==> src/rtl/level_code_ctrl_pkg.sv <==
// -----------------------------------------------------------------------------
// level_code_ctrl_pkg
//   Shared definitions for the CAVLC level-encoding controller: FSM state
//   encoding, escape-code constants and the suffixLength initialisation rule.
//   Imported by level_code_ctrl (top) and level_code_ctrl_map (datapath).
// -----------------------------------------------------------------------------
package level_code_ctrl_pkg;

    // Escape structure of level_prefix / level_suffix.
    localparam int ESC_PREFIX    = 15;  // prefix value that signals the escape suffix
    localparam int ESC4_BASE     = 14;  // sl==0: first code using the 4-bit suffix
    localparam int ESC4_SUFFIX_W = 4;   // sl==0: width of the short escape suffix
    localparam int ESC12_BASE    = 30;  // sl==0: first code using the 12-bit suffix
    localparam int ESC_SUFFIX_W  = 12;  // width of the long escape suffix
    localparam int SL_MAX        = 6;   // suffixLength saturates here

    typedef enum logic [2:0] {
        ST_IDLE,
        ST_INIT,
        ST_FETCH,
        ST_CALC,
        ST_ISSUE,
        ST_WAIT,
        ST_UPDATE,
        ST_DONE
    } state_t;

    // Starting suffixLength for a block: dense blocks without three trailing
    // ones start at 1 so that large first levels stay short.
    function automatic logic [2:0] init_sl(input logic [4:0] tc, input logic [1:0] t1);
        return (tc > 5'd10 && t1 < 2'd3) ? 3'd1 : 3'd0;
    endfunction

endpackage

==> src/rtl/level_code_ctrl_map.sv <==
// -----------------------------------------------------------------------------
// level_code_ctrl_map
//   Purely combinational level mapping: one signed level plus the current
//   suffixLength context -> level_prefix, suffix value, suffix size and the
//   adapted suffixLength for the next level.
//   Macro LEVEL_RANGE_CHK_EN adds esc_ovf (escape suffix does not fit CODE_W).
// Ports
//   lvl           in  LEVEL_W  signed nonzero level
//   sl            in  3        current suffixLength (0..6)
//   first         in  1        level is the first non-trailing-one of the block
//   trailing_ones in  2        TrailingOnes of the block
//   level_prefix  out 4        level_prefix (0..15)
//   level_code    out CODE_W   suffix value (truncated)
//   suffix_len    out 4        suffix size in bits (0..12)
//   sl_next       out 3        suffixLength after this level
//   esc_ovf       out 1        (LEVEL_RANGE_CHK_EN only) escape suffix overflow
// -----------------------------------------------------------------------------
module level_code_ctrl_map
    import level_code_ctrl_pkg::*;
#(
    parameter int LEVEL_W = 16,
    parameter int CODE_W  = 12
) (
    input  logic signed [LEVEL_W-1:0] lvl,
    input  logic        [2:0]         sl,
    input  logic                      first,
    input  logic        [1:0]         trailing_ones,
    output logic        [3:0]         level_prefix,
    output logic        [CODE_W-1:0]  level_code,
    output logic        [3:0]         suffix_len,
    output logic        [2:0]         sl_next
`ifdef LEVEL_RANGE_CHK_EN
    ,
    output logic                      esc_ovf
`endif
);

    // Two extra bits hold 2*|lvl| without overflow.
    localparam int LC_W = LEVEL_W + 2;

    logic signed [LC_W-1:0] lvl_x;
    logic signed [LC_W-1:0] lc_raw;
    logic signed [LC_W-1:0] lc_adj;
    logic        [LC_W-1:0] lc;
    logic        [LC_W-1:0] lvl_abs;
    logic        [LC_W-1:0] thresh;
    logic        [2:0]      sl_one;

    // NOTE: every output gets a default at the top of the block so no path
    // leaves a variable unassigned (which would infer a latch).
    always_comb begin
        level_prefix = '0;
        level_code   = '0;
        suffix_len   = '0;
`ifdef LEVEL_RANGE_CHK_EN
        esc_ovf      = 1'b0;
`endif

        lvl_x   = {{2{lvl[LEVEL_W-1]}}, lvl};
        lc_raw  = (lvl > 0) ? (lvl_x <<< 1) - LC_W'(2) : -(lvl_x <<< 1) - LC_W'(1);
        // The first coded level cannot be +-1 when fewer than 3 trailing ones
        // were present, so its code space is shifted down by two.
        lc_adj  = (first && trailing_ones < 2'd3) ? lc_raw - LC_W'(2) : lc_raw;
        lc      = lc_adj[LC_W-1] ? '0 : lc_adj;
        lvl_abs = lvl_x[LC_W-1] ? -lvl_x : lvl_x;
        thresh  = LC_W'(ESC_PREFIX) << sl;

        if (sl == 3'd0) begin
            if (lc < LC_W'(ESC4_BASE)) begin
                level_prefix = lc[3:0];
            end else if (lc < LC_W'(ESC12_BASE)) begin
                level_prefix = 4'(ESC4_BASE);
                level_code   = CODE_W'(lc - LC_W'(ESC4_BASE));
                suffix_len   = 4'(ESC4_SUFFIX_W);
            end else begin
                level_prefix = 4'(ESC_PREFIX);
                level_code   = CODE_W'(lc - LC_W'(ESC12_BASE));
                suffix_len   = 4'(ESC_SUFFIX_W);
`ifdef LEVEL_RANGE_CHK_EN
                esc_ovf      = (lc - LC_W'(ESC12_BASE)) > LC_W'((1 << CODE_W) - 1);
`endif
            end
        end else if (lc < thresh) begin
            level_prefix = 4'(lc >> sl);
            level_code   = CODE_W'(lc & ((LC_W'(1) << sl) - LC_W'(1)));
            suffix_len   = {1'b0, sl};
        end else begin
            level_prefix = 4'(ESC_PREFIX);
            level_code   = CODE_W'(lc - thresh);
            suffix_len   = 4'(ESC_SUFFIX_W);
`ifdef LEVEL_RANGE_CHK_EN
            esc_ovf      = (lc - thresh) > LC_W'((1 << CODE_W) - 1);
`endif
        end

        // Adaptation compares against the already-promoted suffixLength.
        sl_one  = (sl == 3'd0) ? 3'd1 : sl;
        sl_next = sl_one;
        if (lvl_abs > (LC_W'(3) << (sl_one - 3'd1)) && sl_one < 3'(SL_MAX))
            sl_next = sl_one + 3'd1;
    end

endmodule

==> src/rtl/level_code_ctrl.sv <==
// -----------------------------------------------------------------------------
// level_code_ctrl
//   Upstream controller of the CAVLC level-encoding path. Accepts the
//   non-trailing-one levels of a block, maps each one to prefix/suffix fields,
//   fires the prefix emitter and suffix serializer together and waits for both
//   to finish before taking the next level. suffixLength adapts per level.
//   Macro LEVEL_RANGE_CHK_EN adds the sticky per-block range_err output.
// Ports
//   clk, rst                  clock, synchronous active-high reset
//   blk_start                 begin a block (IDLE only), latches total_coeff / trailing_ones
//   total_coeff, trailing_ones block statistics
//   lvl_valid/lvl_ready/lvl_data/lvl_last  level stream
//   prefix_start, level_prefix, prefix_finish  prefix emitter handshake
//   suffix_start, level_code, suffix_len, suffix_finish  suffix serializer handshake
//   busy                      high from blk_start until blk_done
//   blk_done                  one-cycle end-of-block pulse
//   range_err                 (LEVEL_RANGE_CHK_EN only) escape suffix overflowed CODE_W
// -----------------------------------------------------------------------------
module level_code_ctrl
    import level_code_ctrl_pkg::*;
#(
    parameter int LEVEL_W = 16,
    parameter int CODE_W  = 12
) (
    input  logic                      clk,
    input  logic                      rst,
    input  logic                      blk_start,
    input  logic        [4:0]         total_coeff,
    input  logic        [1:0]         trailing_ones,
    input  logic                      lvl_valid,
    output logic                      lvl_ready,
    input  logic signed [LEVEL_W-1:0] lvl_data,
    input  logic                      lvl_last,
    output logic                      prefix_start,
    output logic        [3:0]         level_prefix,
    input  logic                      prefix_finish,
    output logic                      suffix_start,
    output logic        [CODE_W-1:0]  level_code,
    output logic        [3:0]         suffix_len,
    input  logic                      suffix_finish,
    output logic                      busy,
    output logic                      blk_done
`ifdef LEVEL_RANGE_CHK_EN
    ,
    output logic                      range_err
`endif
);

    state_t state, state_nxt;

    logic        [4:0]         tc_q;
    logic        [1:0]         t1_q;
    logic        [2:0]         sl_q;
    logic                      first_q;
    logic signed [LEVEL_W-1:0] lvl_q;
    logic                      last_q;
    logic                      pfin_q;
    logic                      sfin_q;
    logic                      both_done;

    logic        [3:0]         map_prefix;
    logic        [CODE_W-1:0]  map_code;
    logic        [3:0]         map_len;
    logic        [2:0]         map_sl_next;
`ifdef LEVEL_RANGE_CHK_EN
    logic                      map_esc_ovf;
`endif

    level_code_ctrl_map #(
        .LEVEL_W (LEVEL_W),
        .CODE_W  (CODE_W)
    ) u_map (
        .lvl           (lvl_q),
        .sl            (sl_q),
        .first         (first_q),
        .trailing_ones (t1_q),
        .level_prefix  (map_prefix),
        .level_code    (map_code),
        .suffix_len    (map_len),
        .sl_next       (map_sl_next)
`ifdef LEVEL_RANGE_CHK_EN
        ,
        .esc_ovf       (map_esc_ovf)
`endif
    );

    // A finish counts whether it was seen in an earlier WAIT cycle or now.
    assign both_done = (pfin_q | prefix_finish) && (sfin_q | suffix_finish);

    // NOTE: clocked state uses non-blocking assignments so every register
    // samples pre-edge values regardless of statement order.
    always_ff @(posedge clk) begin
        if (rst) state <= ST_IDLE;
        else     state <= state_nxt;
    end

    always_comb begin
        state_nxt = state;
        case (state)
            ST_IDLE:   if (blk_start) state_nxt = ST_INIT;
            ST_INIT:   state_nxt = (tc_q == {3'b000, t1_q}) ? ST_DONE : ST_FETCH;
            ST_FETCH:  if (lvl_valid) state_nxt = ST_CALC;
            ST_CALC:   state_nxt = ST_ISSUE;
            ST_ISSUE:  state_nxt = ST_WAIT;
            ST_WAIT:   if (both_done) state_nxt = ST_UPDATE;
            ST_UPDATE: state_nxt = last_q ? ST_DONE : ST_FETCH;
            ST_DONE:   state_nxt = ST_IDLE;
            default:   state_nxt = ST_IDLE;
        endcase
    end

    always_comb begin
        lvl_ready    = (state == ST_FETCH);
        prefix_start = (state == ST_ISSUE);
        suffix_start = (state == ST_ISSUE);
        busy         = (state != ST_IDLE);
        blk_done     = (state == ST_DONE);
    end

    always_ff @(posedge clk) begin
        if (rst) begin
            tc_q         <= '0;
            t1_q         <= '0;
            sl_q         <= '0;
            first_q      <= 1'b0;
            lvl_q        <= '0;
            last_q       <= 1'b0;
            pfin_q       <= 1'b0;
            sfin_q       <= 1'b0;
            level_prefix <= '0;
            level_code   <= '0;
            suffix_len   <= '0;
`ifdef LEVEL_RANGE_CHK_EN
            range_err    <= 1'b0;
`endif
        end else begin
            case (state)
                ST_IDLE: begin
                    if (blk_start) begin
                        tc_q      <= total_coeff;
                        t1_q      <= trailing_ones;
`ifdef LEVEL_RANGE_CHK_EN
                        range_err <= 1'b0;
`endif
                    end
                end
                ST_INIT: begin
                    sl_q    <= init_sl(tc_q, t1_q);
                    first_q <= 1'b1;
                end
                ST_FETCH: begin
                    if (lvl_valid) begin
                        lvl_q  <= lvl_data;
                        last_q <= lvl_last;
                    end
                end
                ST_CALC: begin
                    // Held from here through WAIT so downstream sees stable fields.
                    level_prefix <= map_prefix;
                    level_code   <= map_code;
                    suffix_len   <= map_len;
`ifdef LEVEL_RANGE_CHK_EN
                    range_err    <= range_err | map_esc_ovf;
`endif
                end
                ST_ISSUE: begin
                    // Finish levels from the previous level are stale until
                    // downstream sees this start, so they are not sampled here.
                    pfin_q <= 1'b0;
                    sfin_q <= 1'b0;
                end
                ST_WAIT: begin
                    pfin_q <= pfin_q | prefix_finish;
                    sfin_q <= sfin_q | suffix_finish;
                end
                ST_UPDATE: begin
                    first_q <= 1'b0;
                    sl_q    <= map_sl_next;
                end
                default: ;
            endcase
        end
    end

endmodule

==> config.mk <==
export PLATFORM = sky130hd
export DESIGN_NAME = level_code_ctrl
export DESIGN_NICKNAME = d
export VERILOG_FILES = /design/src/rtl/level_code_ctrl_pkg.sv /design/src/rtl/level_code_ctrl_map.sv /design/src/rtl/level_code_ctrl.sv
export SDC_FILE = /design/constraint.sdc
export NUM_CORES = 1
export LEC_CHECK = 0
export BUFFER_PORTS_ARGS = -buffer_cell sky130_fd_sc_hd__buf_4
export CORE_UTILIZATION = 50
export DETAILED_ROUTE_END_ITERATION = 12
export PLACE_DENSITY = 0.69
export SLEW_MARGIN = 10
export SYNTH_ARGS = -nofsm -noshare
export SYNTH_HDL_FRONTEND = slang
export SYNTH_HIERARCHICAL = 1
export SYNTH_SLANG_ARGS = --single-unit
==> constraint.sdc <==
create_clock -name clk -period 6.63 [get_ports clk]
set_input_delay 0.3315 -clock clk [delete_from_list [all_inputs] [get_ports clk]]
set_output_delay 0.3315 -clock clk [all_outputs]
set_load 0.02 [all_outputs]
==> run metrics, run 1 <==
Final HPWL DP=14400 µm; initial antenna violation count=0; initial core utilization=51.2%; die area=12100 µm²; FP Rows=39; Crit. End Element=register; Finished Core Util=56.8%; I/O pins=55; #FFs+latches synth=53; normalized max-slew margin=44.5%; Root Buffer=clkbuf_16; cell count after synthesis=795; # nets final=890; Ys Warns=6; Worst Skew=0.0114 ns; diode count=0; Post-Syn Nets=861; DIE WIDTH=110 µm; final count of hold timing violations=0; PD cells=501 nW/µm²; synth top area cells=dfxtp_1 (18%), nand2_1 (8.6%), ha_1 (7.5%); fill cell count=1080; status=completed; vias in the first global route=5456; Peak VDD IR=0.493 mV; routed wire length per instance=19.5 µm; WL final=18900 µm; routability cong.=1.00; Hold Buf Count CTS=0; hold path depth=3; Slew @ Worst Pin=0.832 ns; Setup TNS=0 ns; Max Slew Vio Count=0; Worst Setup Path Type=reg -> reg; share of flip-flops with an asynchronous set or reset=0%; Mapped Area=5830 µm²; Synth cell types=94; HP Class=in -> reg; core area=11400 µm²; register area share after synthesis=18.2%; Power Total=3240 µW; Lkg Pwr=0.00251 µW; post-route ant nets=0; Die Ht=110 µm; DRT Pass-1 Iters=5; R2R Setup Slk=0.51 ns; Hold Crit Start=total_coeff[1]; Num Clock Sinks=53; Post-synth EDFFs=0; DRC errors left=0; Critical R2R Launch=lvl_q[7]; WP data arrival=6.29 ns; f_max=0.163 GHz; Max Cap Viol=0; TritonCTS clock tree=done; CTS clk-pin slew, worst paths=0.08 ns; Clock Latency Late Sink=0.30 ns; CP startpoint=lvl_q[7]; maximum level of the CTS H-tree=2; R2R Path End=level_code[8]; ys flop type=dfxtp_1; first-pass GRT wire length=29500 µm; period utilisation layout=92.3%; largest net degree at the start of global routing=51; CP Launch Type=register; number of port buffers=54; GR Overflow Total=0; Period minus WS final=6.12 ns; Avg Synthesized Cell Area=7.33 µm²; share of the synthesized area in the top cell type=18.2%; vias=6091; reg2reg path depth=26; area leader, netlist=dfxtp_1; number of setup violations in the final report=0; Num CTS Buffers=5; layout cells sized above 1=16.1%; Worst EP required=6.80 ns; Max Root-Sink Buffers=2; Layout area overhead=10.8%; Vias per Instance=6.29; DR iter-0 viols=445; crit-path max FO=12; Worst Hold End=tc_q[1]; Total GRT Usage=32.2%; RSZ-0062 raised after global routing=false
[power by group]
part	switching, µW	internal [µW]	total (µW)
Combinational	1520	990	2510
Sequential	82.2	362	445
Clock	130	153	283
Total	1730	1510	3240
[flip-flops by register name (all words and copies together) (netlist names)]
signal	flops
state	3
sl_q	3
level_code	12
sfin_q	1
first_q	1
lvl_q	16
tc_q	5
suffix_len	4
t1_q	2
level_prefix	4
pfin_q	1
last_q	1
[metrics by stage]
stage / setup WS, ns / cells / hold slack (ns) / area, µm²
3_3_place_gp: 0.530 / 959 / 0.443 / 6290
5_1_grt: 0.0403 / 968 / 0.269 / 6460
4_1_cts: 0.328 / 967 / 0.268 / 6440
2_1_floorplan: 0.698 / 795 / 0.433 / 5830
3_5_place_dp: 0.348 / 959 / 0.451 / 6290
6_report: 0.507 / 968 / 0.272 / 6460
[cell type report]
cell class	count	area, µm²	area share (%)
multi-input cells	656	4370	67.7
flip-flops and latches	53	1060	16.4
repair buffers	75	563	8.72
well taps	143	179	2.77
clock buffers	6	139	2.15
inverters	33	124	1.92
clock inverters	2	17.5	0.271
[how the worst max path moves through the flow]
stage	end	slack [ns]	cells past startpoint
after floorplan	level_code[4]	0.70	30
after global placement	level_code[11]	0.53	25
after detailed placement	level_code[11]	0.35	28
after CTS	level_code[11]	0.33	28
after global routing	level_code[11]	0.04	26
final	level_code[8]	0.51	26
[timing repair]
action,4_1_cts,5_1_grt
setup endpoints to repair,0,10
gates resized for setup,0,2
buffers inserted,0,1
[Yosys cell counts, types with 12 or more instances]
library cell / instances
xor2_1: 12
mux2i_1: 12
nand3_1: 31
nor3_1: 17
ha_1: 35
nor2_1: 63
xnor2_1: 38
clkbuf_1: 26
nand2_1: 133
buf_2: 12
nor2b_1: 12
and2_1: 16
dfxtp_1: 53
inv_1: 30
a21oi_1: 53
o21ai_0: 26
[worst max-delay path, cell delays in order, from the launching register on]
cell and delay [ns]:
dfxtp_1 0.69, nor4_4 0.10, buf_4 0.20, a41oi_4 0.35, nor2_1 0.07, a21oi_1 0.17, inv_1 0.06, ha_1 0.24
and2_1 0.16, a41o_1 0.25, and4_4 0.20, and4_1 0.25, a21o_1 0.20, nor2_1 0.25, ha_1 0.33, nor2b_1 0.15
o21ai_0 0.15, nand2b_1 0.10, a31oi_1 0.31, a211oi_1 0.15, o21a_1 0.19, o21ai_0 0.42, o211ai_4 0.27, mux2_1 0.37
a32o_1 0.20, nand2_1 0.07, a21oi_1 0.06
[cells in the final DEF (no fill, tap or decap), drive strengths merged, types with 27 or more instances in the layout]
cell type | synthesis | routed
buf | 26 | 75
o21ai | 27 | 27
nor2 | 65 | 65
nand2 | 134 | 134
a21oi | 63 | 63
inv | 32 | 33
ha | 35 | 35
dfxtp | 53 | 53
nand3 | 31 | 31
xnor2 | 38 | 38
[routing by layer]
| metal | up-vias | GRT usage [%] | share of wire [%] |
|---|---|---|---|
| met5 | - | 0 | 0 |
| met4 | 0 | 8.76 | 2.1 |
| met3 | 35 | 5.16 | 8.5 |
| met2 | 270 | 48.5 | 43 |
| met1 | 2870 | 47.0 | 46 |
| li1 | 2916 | - | - |
[kinds of logic (layout without fill, tap and decap cells)]
| kind of cell | count (synthesis) | in the layout | synth area share, % |
|---|---|---|---|
| muxes | 17 | 17 | 3.48 |
| AOI/OAI and AO/OA | 201 | 201 | 24.9 |
| xor gates and xnor gates | 51 | 51 | 7.79 |
| DFF | 53 | 53 | 18.2 |
| adders and majority gates | 36 | 36 | 7.86 |
| and+or+nand+nor | 351 | 351 | 30.9 |
| buffers and inverters | 86 | 116 | 6.85 |
Power figures use the tool's default switching activity.
==> run 2, diff against run 1 <==
--- a/config.mk
+++ b/config.mk
@@ -9,6 +9,7 @@
 export CORE_UTILIZATION = 50
 export DETAILED_ROUTE_END_ITERATION = 12
 export PLACE_DENSITY = 0.69
+export REMOVE_ABC_BUFFERS = 1
 export SLEW_MARGIN = 10
 export SYNTH_ARGS = -nofsm -noshare
 export SYNTH_HDL_FRONTEND = slang
==> run metrics, run 2 (synthesis gave the netlist of run 1 again) <==
Biggest register=lvl_q; initial antenna violation count=0; TritonCTS clock tree=done; layout cells sized above 1=16.1%; f_max=0.161 GHz; WL final=18500 µm; CP top delay family=compound AO/OA/AOI/OAI gates; DIE WIDTH=110 µm; CP startpoint=lvl_q[1]; Worst Skew=0.0117 ns; CTS clk-pin slew, worst paths=0.08 ns; Crit. End Element=register; routed wire length per instance=19.2 µm; initial core utilization=51.2%; GR Overflow Total=0; commonest non-fill, non-tap cell in the layout=nand2_1; Slew @ Worst Pin=0.918 ns; most frequent cells in the layout=nand2_1 (133), buf_4 (74), nor2_1 (62); number of setup violations in the final report=0; Hold Crit Start=total_coeff[2]; die area=12100 µm²; DR iter-0 viols=469; Vias per Instance=6.29; Resize count post-CTS=0; Layout area overhead=10.7%; diode count=0; Die Ht=110 µm; Worst EP required=6.87 ns; Power Total=3230 µW; Num CTS Buffers=5; Final HPWL DP=14400 µm; Num Clock Sinks=53; Max Slew Vio Count=0; max reg flops=16; post-CTS setup buffer count=0; Clock Latency Late Sink=0.31 ns; Hold Buf Count CTS=0; R2R Setup Slk=0.41 ns; vias=6082; hold path depth=3; Period minus WS final=6.22 ns; crit-path max FO=10; Total GRT Usage=31.8%; CP max stage delay=0.65 ns; WP data arrival=6.45 ns; Setup TNS=0 ns; # nets final=889; reg2reg path depth=26; Peak VDD IR=0.477 mV; first-pass GRT wire length=29300 µm; DRT Pass-1 Iters=7; number of port buffers=54; Max Root-Sink Buffers=2; Root Buffer=clkbuf_16; vias in the first global route=5594; period utilisation layout=93.8%; HP Class=in -> reg; normalized max-slew margin=38.5%; maximum level of the CTS H-tree=2; DRC errors left=0; final count of hold timing violations=0; I/O pins=55; Critical R2R Launch=lvl_q[1]; largest registers=lvl_q: 16 flops, level_code: 12 flops, tc_q: 5 flops; critical path depth in cells=26; Crit-path slowest cell=o21ai_0; Lkg Pwr=0.00250 µW; Worst Hold End=tc_q[2]; R2R Path End=level_code[8]; FP Rows=39; post-route ant nets=0; Worst Setup Path Type=reg -> reg; core area=11400 µm²; most used cell, CP=ha_1; routability cong.=0.914; RSZ-0062 raised after global routing=true; status=completed; CP Launch Type=register; fill cell count=1088; Max Cap Viol=0; PD cells=501 nW/µm²; largest net degree at the start of global routing=51; Finished Core Util=56.7%; Bufs and invs on worst path=3
run 2: stage by stage:
step / hold WS [ns] / instances / worst slack, ns / instance area (µm²)
floorplan: 0.394 / 742 / 0.564 / 5550
global placement: 0.447 / 959 / 0.554 / 6290
detailed placement: 0.448 / 959 / 0.461 / 6290
CTS: 0.262 / 967 / 0.432 / 6440
global route: 0.275 / 967 / -0.000465 / 6450
finish: 0.257 / 967 / 0.413 / 6450
run 2: layer usage:
| layer | track usage (%) | part of all wire, % | routed length, µm |
|---|---|---|---|
| met5 | 0 | 0 | 0 |
| met3 | 5.51 | 6.2 | 1140 |
| met1 | 39.7 | 42 | 7750 |
| met4 | 15.0 | 4.5 | 836 |
| met2 | 52.8 | 47 | 8800 |
run 2: worst register-to-register path, delay by kind of cell, from the launching register on:
kind	cells	cell delay [ns]
AO/OA/AOI/OAI	9	2.68
AND/OR/NAND/NOR	10	1.74
adder cells (fa/ha/maj)	4	1.09
flip-flops	1	0.38
buffers and inverters	3	0.26
run 2: how the worst max path moves through the flow:
| stage | to | slack, ns |
|---|---|---|
| 4_1_cts | level_code[1] | 0.43 |
| 3_3_place_gp | level_code[8] | 0.55 |
| 3_5_place_dp | level_code[8] | 0.46 |
| 5_1_grt | level_code[11] | -0.0005 |
| 6_report | level_code[8] | 0.41 |
| 2_1_floorplan | level_code[11] | 0.56 |
run 2: cell type report:
type	instances	area, µm²	share of cell area, %
clock buffers	5	125	1.94
multi-input cells	656	4380	67.9
repair buffers	74	556	8.61
clock inverters	3	28.8	0.446
flip-flops and latches	53	1060	16.4
well taps	143	179	2.77
inverters	33	124	1.92
run 2: power by group:
group,switching [µW],internal [µW],leakage [µW]
sequential,80.9,362,0.000430
combinational,1530,979,0.00200
clock,132,145,0.0000763
total,1750,1490,0.00250
